--- config.mk ---
export PLATFORM = sky130hd
export DESIGN_NAME = ex_div
export DESIGN_NICKNAME = d
export VERILOG_FILES = /design/src/rtl/ex_div.sv
export SDC_FILE = /design/constraint.sdc
export NUM_CORES = 1
export LEC_CHECK = 0
export ABC_AREA = 1
export CORE_ASPECT_RATIO = 1.2
export CORE_UTILIZATION = 40
export DETAILED_ROUTE_END_ITERATION = 10
export DONT_BUFFER_PORTS = 1
export PLACE_DENSITY = 0.52
export SLEW_MARGIN = 20
export SYNTH_ARGS = -nofsm -noshare
export SYNTH_HDL_FRONTEND = slang
export SYNTH_SLANG_ARGS = --single-unit
--- constraint.sdc ---
create_clock -name clk -period 5.95 [get_ports clk]
set_input_delay 1.4875 -clock clk [delete_from_list [all_inputs] [get_ports clk]]
set_output_delay 1.4875 -clock clk [all_outputs]
set_load 0.01 [all_outputs]
--- src/rtl/ex_div.sv ---
// Iterative RV32M divide unit (DIV/DIVU/REM/REMU) on the EX side of ID/EX.
// Restoring shift-subtract, one quotient bit per cycle, stalls ID/EX while busy.
module ex_div #(
    parameter int XLEN  = 32,
    parameter int CNT_W = 5
) (
    input  logic            clk,
    input  logic            rst,
    input  logic [31:0]     ex_inst,
    input  logic [XLEN-1:0] ex_s_op1,
    input  logic [XLEN-1:0] ex_s_op2,
    input  logic [4:0]      ex_reg_waddr,
    input  logic            ex_reg_we,
    input  logic            flush,
    output logic            div_stall_req,
    output logic            div_done,
    output logic [XLEN-1:0] div_result,
    output logic [4:0]      div_reg_waddr,
    output logic            div_reg_we
);

    typedef enum logic [1:0] {IDLE, BUSY, DONE} state_t;

    localparam logic [XLEN-1:0] MIN_INT = {1'b1, {(XLEN-1){1'b0}}};
    localparam logic [XLEN-1:0] ONES    = '1;

    state_t state, state_next;

    logic [CNT_W-1:0]  cnt;
    logic [2*XLEN-1:0] acc;
    logic [XLEN-1:0]   divisor_q;
    logic              rem_sel_q;
    logic              neg_quo_q;
    logic              neg_rem_q;
    logic [4:0]        waddr_q;
    logic              we_q;
    logic [XLEN-1:0]   res_q;
    logic [4:0]        out_waddr_q;

    logic              is_div;
    logic              op_signed;
    logic              div_by_zero;
    logic              overflow;
    logic [XLEN-1:0]   op1_mag;
    logic [XLEN-1:0]   op2_mag;
    logic [XLEN+1:0]   trial;
    logic [2*XLEN-1:0] acc_step;
    logic [XLEN-1:0]   quo_fixed;
    logic [XLEN-1:0]   rem_fixed;
    logic [XLEN-1:0]   done_val;
    logic              unused_inst_bits;

    assign is_div      = (ex_inst[6:0] == 7'b0110011) && (ex_inst[31:25] == 7'b0000001) && ex_inst[14];
    assign op_signed   = ~ex_inst[12];
    assign div_by_zero = (ex_s_op2 == '0);
    assign overflow    = op_signed && (ex_s_op1 == MIN_INT) && (ex_s_op2 == ONES);
    assign op1_mag     = (op_signed && ex_s_op1[XLEN-1]) ? -ex_s_op1 : ex_s_op1;
    assign op2_mag     = (op_signed && ex_s_op2[XLEN-1]) ? -ex_s_op2 : ex_s_op2;
    assign unused_inst_bits = ^{ex_inst[24:15], ex_inst[11:7]};

    // Upper half of acc is the partial remainder, lower half shifts dividend out and quotient in
    assign trial    = {1'b0, acc[2*XLEN-1:XLEN], acc[XLEN-1]} - {2'b0, divisor_q};
    assign acc_step = trial[XLEN+1] ? {acc[2*XLEN-2:0], 1'b0}
                                    : {trial[XLEN-1:0], acc[XLEN-2:0], 1'b1};

    assign quo_fixed = neg_quo_q ? -acc[XLEN-1:0] : acc[XLEN-1:0];
    assign rem_fixed = neg_rem_q ? -acc[2*XLEN-1:XLEN] : acc[2*XLEN-1:XLEN];
    assign done_val  = rem_sel_q ? rem_fixed : quo_fixed;

    always_comb begin
        state_next    = state;
        div_stall_req = 1'b0;
        div_done      = 1'b0;
        case (state)
            IDLE: begin
                if (is_div && !flush) begin
                    div_stall_req = 1'b1;
                    state_next    = (div_by_zero || overflow) ? DONE : BUSY;
                end
            end
            BUSY: begin
                if (flush) begin
                    state_next = IDLE;
                end else begin
                    div_stall_req = 1'b1;
                    if (cnt == CNT_W'(XLEN-1))
                        state_next = DONE;
                end
            end
            DONE: begin
                div_done   = !flush;
                state_next = IDLE;
            end
            default: state_next = IDLE;
        endcase
        if (rst) begin
            div_stall_req = 1'b0;
            div_done      = 1'b0;
        end
    end

    // Special cases preload acc with the final quotient/remainder and skip the iterations
    always_ff @(posedge clk) begin
        if (rst) begin
            state       <= IDLE;
            cnt         <= '0;
            acc         <= '0;
            divisor_q   <= '0;
            rem_sel_q   <= 1'b0;
            neg_quo_q   <= 1'b0;
            neg_rem_q   <= 1'b0;
            waddr_q     <= '0;
            we_q        <= 1'b0;
            res_q       <= '0;
            out_waddr_q <= '0;
        end else begin
            state <= state_next;
            case (state)
                IDLE: begin
                    if (is_div && !flush) begin
                        rem_sel_q <= ex_inst[13];
                        waddr_q   <= ex_reg_waddr;
                        we_q      <= ex_reg_we;
                        cnt       <= '0;
                        if (div_by_zero) begin
                            acc       <= {ex_s_op1, ONES};
                            neg_quo_q <= 1'b0;
                            neg_rem_q <= 1'b0;
                        end else if (overflow) begin
                            acc       <= {{XLEN{1'b0}}, MIN_INT};
                            neg_quo_q <= 1'b0;
                            neg_rem_q <= 1'b0;
                        end else begin
                            acc       <= {{XLEN{1'b0}}, op1_mag};
                            divisor_q <= op2_mag;
                            neg_quo_q <= op_signed && (ex_s_op1[XLEN-1] ^ ex_s_op2[XLEN-1]);
                            neg_rem_q <= op_signed && ex_s_op1[XLEN-1];
                        end
                    end
                end
                BUSY: begin
                    if (!flush) begin
                        acc <= acc_step;
                        cnt <= cnt + CNT_W'(1);
                    end
                end
                DONE: begin
                    if (!flush) begin
                        res_q       <= done_val;
                        out_waddr_q <= waddr_q;
                    end
                end
                default: ;
            endcase
        end
    end

    // Result and address show the fresh values during the done pulse and hold them afterwards
    assign div_result    = div_done ? done_val : res_q;
    assign div_reg_waddr = div_done ? waddr_q : out_waddr_q;
    assign div_reg_we    = div_done & we_q;

endmodule

==> impl_metrics.json <==
{
  "antenna_found_initial": 0,
  "numCtsBuffers": 17,
  "period_minus_slack_ps": 4983,
  "placed_area_um2": 13670,
  "swShare_pct": 27.38,
  "yosys_most_used_dff": "dfxtp_1",
  "tightest_slew_ps": 874.9,
  "grt_pass1_vias": 13600,
  "crit_required_ps": 4460,
  "cp.arrival_ps": 3500,
  "grt_use_total_pct": 31.15,
  "syn_to_final_growth_pct": 6.773,
  "cts_buffer_depth": 2,
  "setup_ws_ps": 967.2,
  "synth.most_common_cell": "nand2_1",
  "cts_max_level": 4,
  "ys_seq_area_share_pct": 22.30,
  "rsz0062_at_grt": "false",
  "fillerInstances": 3789,
  "drc": 0,
  "slew_headroom_pct": 41.68,
  "routedWlPerCell_um": 19.09,
  "cts_resized": 0,
  "post-route-util_pct": 43.19,
  "yosysUniqueCellTypes": 44,
  "overflow": 0,
  "pwr-share-comb_pct": 6.1,
  "first_pass_iters": 6,
  "core.rowCount": 73,
  "drv_slew": 0,
  "tns_ps": 0,
  "seqPwrFrac_pct": 44.0,
  "avgSynthCellArea_um2": 5.639,
  "syn-cell-area_um2": 13380,
  "cts_setup_buffers": 0,
  "p_leak_uw": 0.006875,
  "synth_top_area_share_pct": 22.30,
  "status": "complete, no violations",
  "routabilityCongestion": 0.9651,
  "fin_skew_ps": 14.15,
  "hold_viol": 0,
  "cp-end-kind": "output pin",
  "synth_area_leaders": "dfxtp_1 (22%), nand2_1 (19%), inv_1 (9.5%)",
  "clk_pin_slew_ps": 70,
  "hold_slack_ps": 455.3,
  "hpwl_um": 43250,
  "register_area_um2": 2983,
  "fmax_ghz": 0.2007,
  "synth_top_family_by_area": "simple AND/OR/NAND/NOR gates",
  "coreArea_um2": 33060,
  "ys_seq_elements": 149,
  "antenna_cells": 0,
  "synth_edf_count": 0,
  "peakVddDrop_mv": 0.1329,
  "p_int_uw": 1645,
  "stdcell_area_um2": 14280,
  "cts_tree": "done",
  "fin_crit_sh_pct": 83.74,
  "synth-xor-area-share_pct": 3.732,
  "grt_pass1_wl_um": 80170,
  "numPortBuffers": 0,
  "clk_latency_ps": 450,
  "die-area_um2": 34180,
  "fp.dieH_um": 202.3,
  "pwr_density_cell_nw_per_um2": 158.7,
  "place_ws_ps": 943.7,
  "ios": 145,
  "critPathKind": "in -> out",
  "synthSimpleGateAreaFrac_pct": 40.80,
  "postRouteAntennaNets": 0,
  "vias_per_cell": 5.329,
  "hp-class": "reg -> reg",
  "drtIter0Drc": 1217,
  "crit_path_max_fanout": 26,
  "synth-adder-area-share_pct": 3.798,
  "dr_total_vias": 14852,
  "drive_gt1_share_pct": 4.407,
  "maxCapViolCount": 0,
  "initial_core_util_pct": 40.45,
  "p_sw_uw": 620.3,
  "muxShareOfSynthArea_pct": 0,
  "setup-violations-final": 0,
  "die_w_um": 168.9,
  "ys_async_sr_fraction_pct": 0,
  "yosys-top-cells-count": "nand2_1 (684), inv_1 (337), nand3_1 (232), a21oi_1 (208), nor2_1 (206)",
  "finalWirelength_um": 53210,
  "clock-root-buffer": "clkbuf_16",
  "cp-start-kind": "input port",
  "synth_warnings": 0,
  "syn_inst": 2372,
  "synth-compound-area-share_pct": 16.56,
  "synthesis.nets": 2517,
  "grt_max_degree": 86,
  "nets": 2469,
  "clkSinkCount": 149,
  "cts_hold_buf": 0,
  "multi_input_area_um2": 8685,
  "synth_top_area_cell": "dfxtp_1",
  "pwr-share-clk_pct": 49.9
}
==> flip-flops by register name, summed over array words and instances, names as in the netlist <==
name	count
rem_sel_q	1
divisor_q	32
cnt	5
neg_rem_q	1
state	2
out_waddr_q	5
acc	64
neg_quo_q	1
we_q	1
res_q	32
waddr_q	5
==> through the flow <==
stage	power, µW	std cells
6_report	2266	2787
3_5_place_dp	1156	2755
2_1_floorplan	1127	2372
5_1_grt	2345	2787
3_3_place_gp	1156	2755
4_1_cts	2288	2787
==> final cells by class <==
cell class	count	share of cell area, %
clock buffers	17	2.979
clock inverters	15	1.314
inverters	347	9.120
multi-input cells	1791	60.81
flip-flops and latches	149	20.89
well taps	450	3.943
repair buffers	18	0.9462
==> critical path: stages <==
cell and delay (ps):
nor3_2 380, inv_1 490, nor2_4 510, buf_4 330, nand2_1 110, o21ai_0 180
==> cell usage in the layout (no fill, tap or decap), types with 4 or more instances in the layout <==
master | Yosys | final
nor4_1 | 10 | 10
nor2_1 | 206 | 206
nor3_1 | 56 | 56
and2_1 | 7 | 7
dfxtp_1 | 149 | 149
clkbuf_16 | 0 | 17
nand3b_1 | 7 | 7
o31ai_1 | 20 | 20
nor2_4 | 3 | 4
o21ai_0 | 171 | 171
nand4_1 | 34 | 34
or2_2 | 15 | 15
ha_1 | 39 | 39
buf_4 | 0 | 18
xor2_1 | 35 | 35
inv_1 | 337 | 336
nor2_2 | 7 | 6
inv_2 | 10 | 11
xnor2_1 | 22 | 22
clkinv_8 | 0 | 4
nand2_1 | 684 | 684
inv_8 | 0 | 4
nand3_1 | 232 | 232
a21oi_1 | 208 | 208
==> worst paths after layout <==
kind / startpoint / to / slack [ps] / cells after the start
worst max-delay path: flush / div_result[5] / 970 / 6
worst min-delay path: we_q$_SDFFE_PP0P_ / we_q$_SDFFE_PP0P_ / 460 / 2
worst max register to register: acc[51]$_SDFFE_PP0P_ / acc[49]$_SDFFE_PP0P_ / 2250 / 13
worst min register to register: we_q$_SDFFE_PP0P_ / we_q$_SDFFE_PP0P_ / 460 / 2
==> logic make-up (layout without fill, tap and decap cells) <==
group | after synthesis | in the layout
flip-flops | 149 | 149
AND/OR/NAND/NOR | 1273 | 1273
buffers and inverters | 432 | 397
XOR/XNOR | 57 | 57
adder cells (fa/ha/maj) | 40 | 40
AO/OA/AOI/OAI | 421 | 421
==> power by group through the flow <==
| stage | Sequential, µW | Clock [µW] | Combinational (µW) |
|---|---|---|---|
| after floorplan | 1020 | 0 | 107 |
| after global placement | 1020 | 0 | 136 |
| after detailed placement | 1020 | 0 | 136 |
| after CTS | 996 | 1160 | 136 |
| after global routing | 996 | 1200 | 153 |
| final | 996 | 1130 | 138 |
==> metal layers <==
layer	global-route usage, %	part of all wire [%]	up-vias
met1	36.52	41	6759
met5	0	0	-
met2	55.53	50	437
met3	2.878	4.0	97
met4	16.88	5.4	0
li1	-	-	7559
Power figures use the tool's default switching activity.
